**src/rtl/regfile_mp.sv**
```systemverilog
// Parametrised 3-read/1-write register file with byte-enabled writes and a hardware clear FSM.
// Build option: define REGFILE_BYPASS_EN for write-first collisions; read-first otherwise.
module regfile_mp #(
    parameter int unsigned DATA_W = 32,
    parameter int unsigned ADDR_W = 4
) (
    input  logic                  clk,
    input  logic                  reset,
    input  logic [ADDR_W-1:0]     rn_a,
    input  logic [ADDR_W-1:0]     rm_a,
    input  logic [ADDR_W-1:0]     wa,
    input  logic                  we,
    input  logic [DATA_W/8-1:0]   wbe,
    input  logic [DATA_W-1:0]     wd,
    input  logic                  clr,
    output logic [DATA_W-1:0]     rd_out,
    output logic [DATA_W-1:0]     rn_out,
    output logic [DATA_W-1:0]     rm_out,
    output logic                  busy
);

    localparam int unsigned NB    = DATA_W / 8;
    localparam int unsigned DEPTH = 1 << ADDR_W;

    typedef enum logic {
        S_CLEAR = 1'b0,
        S_READY = 1'b1
    } state_t;

    state_t              r_state;
    state_t              w_state_nxt;
    logic [ADDR_W-1:0]   r_ptr;
    logic [ADDR_W-1:0]   w_ptr_nxt;
    logic                r_busy;
    logic                w_busy_nxt;
    logic                w_clr_we;
    logic                w_wr_en;
    logic [DATA_W-1:0]   w_merged;
    logic [DATA_W-1:0]   w_rd_data;
    logic [DATA_W-1:0]   w_rn_data;
    logic [DATA_W-1:0]   w_rm_data;
    logic [DATA_W-1:0]   r_mem [DEPTH];

    // FSM state, clear pointer and busy flag
    always_ff @(posedge clk or negedge reset) begin
        if (!reset) begin
            r_state <= S_CLEAR;
            r_ptr   <= '0;
            r_busy  <= 1'b1;
        end else begin
            r_state <= w_state_nxt;
            r_ptr   <= w_ptr_nxt;
            r_busy  <= w_busy_nxt;
        end
    end

    // Next-state: clear sweeps every entry once; clr beats a same-cycle write
    always_comb begin
        w_state_nxt = r_state;
        w_ptr_nxt   = r_ptr;
        w_busy_nxt  = r_busy;
        w_clr_we    = 1'b0;
        w_wr_en     = 1'b0;
        case (r_state)
            S_CLEAR: begin
                w_clr_we   = 1'b1;
                w_ptr_nxt  = r_ptr + ADDR_W'(1);
                w_busy_nxt = 1'b1;
                if (r_ptr == ADDR_W'(DEPTH - 1)) begin
                    w_state_nxt = S_READY;
                    w_ptr_nxt   = '0;
                    w_busy_nxt  = 1'b0;
                end
            end
            S_READY: begin
                w_busy_nxt = 1'b0;
                if (clr) begin
                    w_state_nxt = S_CLEAR;
                    w_ptr_nxt   = '0;
                    w_busy_nxt  = 1'b1;
                end else begin
                    w_wr_en = we;
                end
            end
            default: begin
                w_state_nxt = S_CLEAR;
                w_ptr_nxt   = '0;
                w_busy_nxt  = 1'b1;
            end
        endcase
    end

    // Old word at wa with enabled bytes replaced
    always_comb begin
        w_merged = r_mem[wa];
        for (int i = 0; i < NB; i++) begin
            if (wbe[i]) begin
                w_merged[8*i +: 8] = wd[8*i +: 8];
            end
        end
    end

    always_ff @(posedge clk) begin
        if (w_clr_we) begin
            r_mem[r_ptr] <= '0;
        end else if (w_wr_en) begin
            r_mem[wa] <= w_merged;
        end
    end

`ifdef REGFILE_BYPASS_EN
    always_comb begin
        w_rd_data = w_wr_en ? w_merged : r_mem[wa];
        w_rn_data = (w_wr_en && (rn_a == wa)) ? w_merged : r_mem[rn_a];
        w_rm_data = (w_wr_en && (rm_a == wa)) ? w_merged : r_mem[rm_a];
    end
`else
    always_comb begin
        w_rd_data = r_mem[wa];
        w_rn_data = r_mem[rn_a];
        w_rm_data = r_mem[rm_a];
    end
`endif

    // Registered read ports, held at zero while clearing
    always_ff @(posedge clk or negedge reset) begin
        if (!reset) begin
            rd_out <= '0;
            rn_out <= '0;
            rm_out <= '0;
        end else if (r_state == S_CLEAR) begin
            rd_out <= '0;
            rn_out <= '0;
            rm_out <= '0;
        end else begin
            rd_out <= w_rd_data;
            rn_out <= w_rn_data;
            rm_out <= w_rm_data;
        end
    end

    assign busy = r_busy;

endmodule

```
**config.mk**
```make
export PLATFORM = sky130hd
export DESIGN_NAME = regfile_mp
export DESIGN_NICKNAME = d
export VERILOG_FILES = /design/src/rtl/regfile_mp.sv
export SDC_FILE = /design/constraint.sdc
export NUM_CORES = 1
export LEC_CHECK = 0
export CORE_ASPECT_RATIO = 2
export CORE_MARGIN = 5
export CORE_UTILIZATION = 56
export DETAILED_ROUTE_END_ITERATION = 10
export DONT_BUFFER_PORTS = 1
export PLACE_DENSITY = 0.75
export SLEW_MARGIN = 20
export SYNTH_ARGS = -nofsm -noshare
export SYNTH_HDL_FRONTEND = slang
export SYNTH_SLANG_ARGS = --single-unit
```
**constraint.sdc**
```tcl
create_clock -name clk -period 5.01 [get_ports clk]
set_clock_uncertainty 0.05 [all_clocks]
set_input_delay 0.7515 -clock clk [delete_from_list [all_inputs] [get_ports clk]]
set_output_delay 0.7515 -clock clk [all_outputs]
set_load 0.01 [all_outputs]
```
; ---- Word level (Yosys, flattened, before mapping)
; Memories as Yosys holds them, arrays and structs flattened.
; Index checks and enable logic that the tools add are counted.
[totals]
elab_cells = 37
ram_bits = 512
latch_bits = 0
rom_bits = 0
out_inout_bits = 97
n_memories = 1
reg_bits = 102
[memory_table]
columns = name, words, word_bits, read_ports, rd_ports_with_merged_regs, wr, line_no
row1 = r_mem, 16, 32, 3, 0, 1, 42  ; logic [DATA_W-1:0] r_mem [DEPTH];
[op_classes]
n_reduce_logical = 1
addsub = 1
bitwise_logic = 1
multipliers = 0
eq_ne = 2
div = 0
magnitude_cmp = 0
mux = 25
shift = 0
[op_table]
columns = operator, count
row1 = $mux W32, 4
row2 = $mux W8, 4
row3 = $reduce_or A32 Y1, 1
row4 = $mux W4, 3
row5 = $mux W1, 11
row6 = $pmux W4 S2, 1
row7 = $add A4 B1 Y4 const B, 1
row8 = $eq A4 B4 Y1 const B, 1
row9 = $pmux W1 S2, 2
row10 = $ne A2 B2 Y1 const B, 1
row11 = $not A1 Y1, 1

; ---- Logic depth before layout (Yosys ltp)
[logic_depth]
depth_word = 7
mapped_depth = 8
depth_no_buf = 5

; ---- Worst setup path before layout
; No wires, ideal clock.
[synth_path]
path_type = input to register
start = input port wa[0]
end = memory r_mem[1][0] (enable)
path_stages = 7
n_path_buf = 4
t_arrival_ps = 3056
setup_time_ps = 421
required_time_ps = 4539
setup_slack_ps = 1483
path_cell_list = buf_6 > buf_6 > buf_6 > buf_4 > nor3b_1 > a31oi_1 > nor2_1
[synth_via]
elab_chain_cells = 1
[synth_lines]
columns = element, line_no
row1 = from (decl), 11  ; input logic [ADDR_W-1:0] wa,
row2 = $mux W4 (no source line), n/a
row3 = to (decl), 42
; No other way between the ends.

; ---- Worst setup path after layout
[layout_path]
start = register r_state
end = memory r_mem[9][7] (enable)
[layout_via]
elab_chain_cells = 6
[layout_lines]
columns = element, line_no
row1 = from (decl), 30  ; state_t r_state;
row2 = from (signal assigned), 51  ; r_state <= w_state_nxt;
row3 = $mux W1, 64  ; case (r_state)
row4 = $mux W1, 106  ; end else if (w_wr_en) begin
row5 = $mux W1, 104  ; if (w_clr_we) begin
row6 = $mux W1 (not written as such), 107  ; r_mem[wa] <= w_merged;
row7 = $reduce_or A32 Y1 (no source line), n/a
row8 = $mux W4 (no source line) or $mux W1 (tied branches), n/a
; Parallel ways exist; a longest one is shown, timed or not.

==> flow_metrics.tcl <==
set metrics [dict create \
    run_status "finished clean" \
    mappedNetlistArea_um2 31110 \
    antenna_found_initial 1 \
    place.port_buffers 0 \
    netlist_instances 1830 \
    floorplan.io_pins 149 \
    drt-pass1-iter-count 6 \
    cts_resized 0 \
    clkLatencyLatePin_ns 0.62 \
    grt_first_pass_wirelength_mm 139.0 \
    timing.critical_path.required_ns 5.22 \
    worst-endpoint-arrival_ns 3.71 \
    die_width_um 176.7 \
    synth_fp_nets 1883 \
    share_of_the_yosys_chip_area_belonging_to_registers_pct 57.63 \
    async_flop_share_pct 16.61 \
    global_route.usage.total_pct 31.64 \
    vias_per_cell 7.629 \
    cts.path.max_buffers 3 \
    post-synth-top-area-fraction_pct 49.42 \
    synth-seq-cells 614 \
    synth-warning-count 0 \
    grt_pass1_vias 20660 \
    row_count 122 \
    clock_tree_from_tritoncts "built" \
    floorplan.initialDensity_pct 56.29 \
    vias 19670 \
    total_power_mw 14.01 \
    worst_setup_path_startpoint "r_state" \
    detail-route-antenna-nets 0 \
    final_hold_viol_count 0 \
    power.static_leakage_nw 11.78 \
    worstHoldPathType "input pin to async pin" \
    final-instance-count-excl-fill 2578 \
    dieHeight_um 343.3 \
    max_slew.worst_pin.slew_ns 1.186 \
    route.detailed.drc 0 \
    clock_tree.root_cell "sky130_fd_sc_hd__clkbuf_16" \
    die-area_um2 60650 \
    path_class "register to register" \
    numCtsBuffers 53 \
    cts_hold_repair.buffers 1 \
    cap_viol_max_count 0 \
    wirelength_mm 95.92 \
    fin_crit_sh_pct 69.80 \
    yosysUniqueCellTypes 44 \
    powerDensity_nw_per_um2 415.4 \
    design.core.area_um2 55260 \
    cp-start-kind "register" \
    max_fclk_ghz 0.2859 \
    clk_pin_slew_ns 0.07 \
    setup.worst_path.end_class "register" \
    synth_ff_type "sky130_fd_sc_hd__edfxtp_1" \
    synth_area_per_cell_um2 17.00 \
    synthTopCellsByArea "sky130_fd_sc_hd__edfxtp_1, sky130_fd_sc_hd__mux4_2, sky130_fd_sc_hd__dfrtp_1" \
    number_of_pins_exceeding_their_max_slew_limit_in_the_final_report 0 \
    timing.final.setup_violations 0 \
    reg2reg_from "r_state" \
    drive_above_1_share_pct 28.68 \
    crit_path_max_fanout 22 \
    hpwl_mm 55.50 \
    vdd_ir_drop_max_uv 240.1 \
    tns_ns 0 \
    cts_post_setup_buffers_inserted 0 \
    cts.sinks 614 \
    timing.slew.headroom_pct 20.72 \
    syn2layout_area_growth_pct 8.455 \
    clock_tree.htree_level_count 2 \
    period_needed_ns 3.497 \
    rsz0062_at_grt "false" \
    overflow 0 \
    grt_max_degree 165 \
    antenna_cells 0 \
    synth-edff-count 512 \
    design.final.nets 1843 \
    placed_cells 2478 \
    place_congestion 0.8773 \
    final_core_utilization_pct 61.05 \
    post_drt_wl_per_cell_um 37.21 \
    yosys.area.top_type "sky130_fd_sc_hd__edfxtp_1" \
    drt_iter0_markers 2823 \
]
-- flip-flops by register name, summed over array words and instances, names as in the netlist --
name,count
rn_out,32
r_ptr,4
busy,1
r_mem,512
rd_out,32
r_state,1
rm_out,32
-- per-stage QoR --
step                instance area [um2]  worst slack, ns  hold WS [ns]
detailed placement                31930            1.533        0.4090
global placement                  31920            1.459        0.4088
finish                            33740            1.513       0.02488
floorplan                         31110            1.483        0.4059
global route                      33740            1.501       0.06976
CTS                               33740            1.608       0.04875
-- synth_stat cells (2+ instances only) --
master	instances
sky130_fd_sc_hd__nand3b_1	9
sky130_fd_sc_hd__o21ai_1	10
sky130_fd_sc_hd__mux2i_1	151
sky130_fd_sc_hd__inv_2	2
sky130_fd_sc_hd__buf_6	10
sky130_fd_sc_hd__a22o_1	12
sky130_fd_sc_hd__a32oi_1	37
sky130_fd_sc_hd__a22oi_1	68
sky130_fd_sc_hd__buf_2	40
sky130_fd_sc_hd__o211ai_1	16
sky130_fd_sc_hd__nor2b_1	39
sky130_fd_sc_hd__nand3_1	3
sky130_fd_sc_hd__a211oi_1	37
sky130_fd_sc_hd__a32o_1	3
sky130_fd_sc_hd__nand2b_1	4
sky130_fd_sc_hd__inv_1	18
sky130_fd_sc_hd__a211o_1	11
sky130_fd_sc_hd__buf_1	7
sky130_fd_sc_hd__edfxtp_1	512
sky130_fd_sc_hd__dfrtp_1	101
sky130_fd_sc_hd__a21oi_1	51
sky130_fd_sc_hd__buf_4	17
sky130_fd_sc_hd__a2bb2oi_1	31
sky130_fd_sc_hd__and3_1	2
sky130_fd_sc_hd__o21ai_0	17
sky130_fd_sc_hd__clkbuf_1	87
sky130_fd_sc_hd__nor2_1	77
sky130_fd_sc_hd__o22ai_1	18
sky130_fd_sc_hd__nand2_1	54
sky130_fd_sc_hd__mux2_1	6
sky130_fd_sc_hd__a221o_1	2
sky130_fd_sc_hd__nor3b_1	2
sky130_fd_sc_hd__nor3_1	10
sky130_fd_sc_hd__a31o_1	8
sky130_fd_sc_hd__a31oi_1	4
sky130_fd_sc_hd__mux4_2	313
sky130_fd_sc_hd__clkinv_1	4
sky130_fd_sc_hd__mux2_2	31
-- layer usage --
| layer | vias up | routed length, um | track usage (%) |
|---|---|---|---|
| li1 | 7605 | - | - |
| met1 | 10010 | 30100 | 38.97 |
| met2 | 1606 | 47340 | 51.74 |
| met3 | 448 | 10400 | 5.640 |
| met4 | 0 | 8083 | 20.38 |
| met5 | - | 0 | 0 |
-- cell type report --
type / count / area [um2]
flip-flops and latches: 614 / 17930
clock buffers: 76 / 1568
clock inverters: 23 / 210.2
fillers: 4005 / 21520
well taps: 744 / 930.9
inverters: 24 / 90.09
repair buffers: 66 / 528.0
multi-input cells: 1031 / 12480
-- logic make-up (layout without fill, tap and decap cells) --
kind of cell | Yosys count | count (layout) | share of synthesized area [%]
DFF | 614 | 614 | 57.63
muxes | 501 | 501 | 28.86
AOI/OAI and AO/OA | 328 | 328 | 7.646
and+or+nand+nor | 201 | 201 | 2.980
buffers and inverters | 185 | 189 | 2.840
adders and majority gates | 1 | 1 | 0.04022
-- cell usage in the layout, fill, tap and decap left out, types with 6 or more instances in the layout --
cell	count
sky130_fd_sc_hd__a211o_1	11
sky130_fd_sc_hd__a211oi_1	33
sky130_fd_sc_hd__a21oi_1	51
sky130_fd_sc_hd__a22o_1	12
sky130_fd_sc_hd__a22oi_1	68
sky130_fd_sc_hd__a2bb2oi_1	31
sky130_fd_sc_hd__a31o_1	8
sky130_fd_sc_hd__a32oi_1	37
sky130_fd_sc_hd__buf_4	64
sky130_fd_sc_hd__clkbuf_1	12
sky130_fd_sc_hd__clkbuf_16	57
sky130_fd_sc_hd__clkbuf_8	7
sky130_fd_sc_hd__clkinv_1	7
sky130_fd_sc_hd__clkinv_2	8
sky130_fd_sc_hd__dfrtp_1	100
sky130_fd_sc_hd__edfxtp_1	512
sky130_fd_sc_hd__inv_1	18
sky130_fd_sc_hd__mux2_1	6
sky130_fd_sc_hd__mux2_2	31
sky130_fd_sc_hd__mux2i_1	151
sky130_fd_sc_hd__mux4_2	313
sky130_fd_sc_hd__nand2_1	54
sky130_fd_sc_hd__nand3b_1	9
sky130_fd_sc_hd__nor2_1	56
sky130_fd_sc_hd__nor2_4	19
sky130_fd_sc_hd__nor2b_1	36
sky130_fd_sc_hd__nor3_1	10
sky130_fd_sc_hd__o211ai_1	16
sky130_fd_sc_hd__o21ai_0	17
sky130_fd_sc_hd__o21ai_1	10
sky130_fd_sc_hd__o22ai_1	18
-- critical path: stages (launching register included) --
cell and delay, ns:
sky130_fd_sc_hd__dfrtp_2 0.65, sky130_fd_sc_hd__nand3b_1 0.54, sky130_fd_sc_hd__buf_4 0.45, sky130_fd_sc_hd__nor3b_1 0.24
sky130_fd_sc_hd__a31oi_1 0.19, sky130_fd_sc_hd__nor2_4 0.50, sky130_fd_sc_hd__buf_4 0.51
-- final timing paths --
path	end	slack, ns	depth (start not counted)
min in group clk	rn_out[8]	0.30	2
worst min register to register	r_ptr[2]	0.60	1
worst max register to register	r_mem[9][7]	1.51	6
worst max-delay path	r_mem[9][7]	1.51	6
max in group asynchronous	rd_out[12]	4.41	1
worst min-delay path	r_ptr[1]	0.02	1
-- where the power goes --
group | switching, mW | internal [mW]
combinational | 1.57 | 1.12
sequential | 0.592 | 6.48
clock | 1.91 | 2.34
No activity file was read; power rests on OpenSTA's default activity.
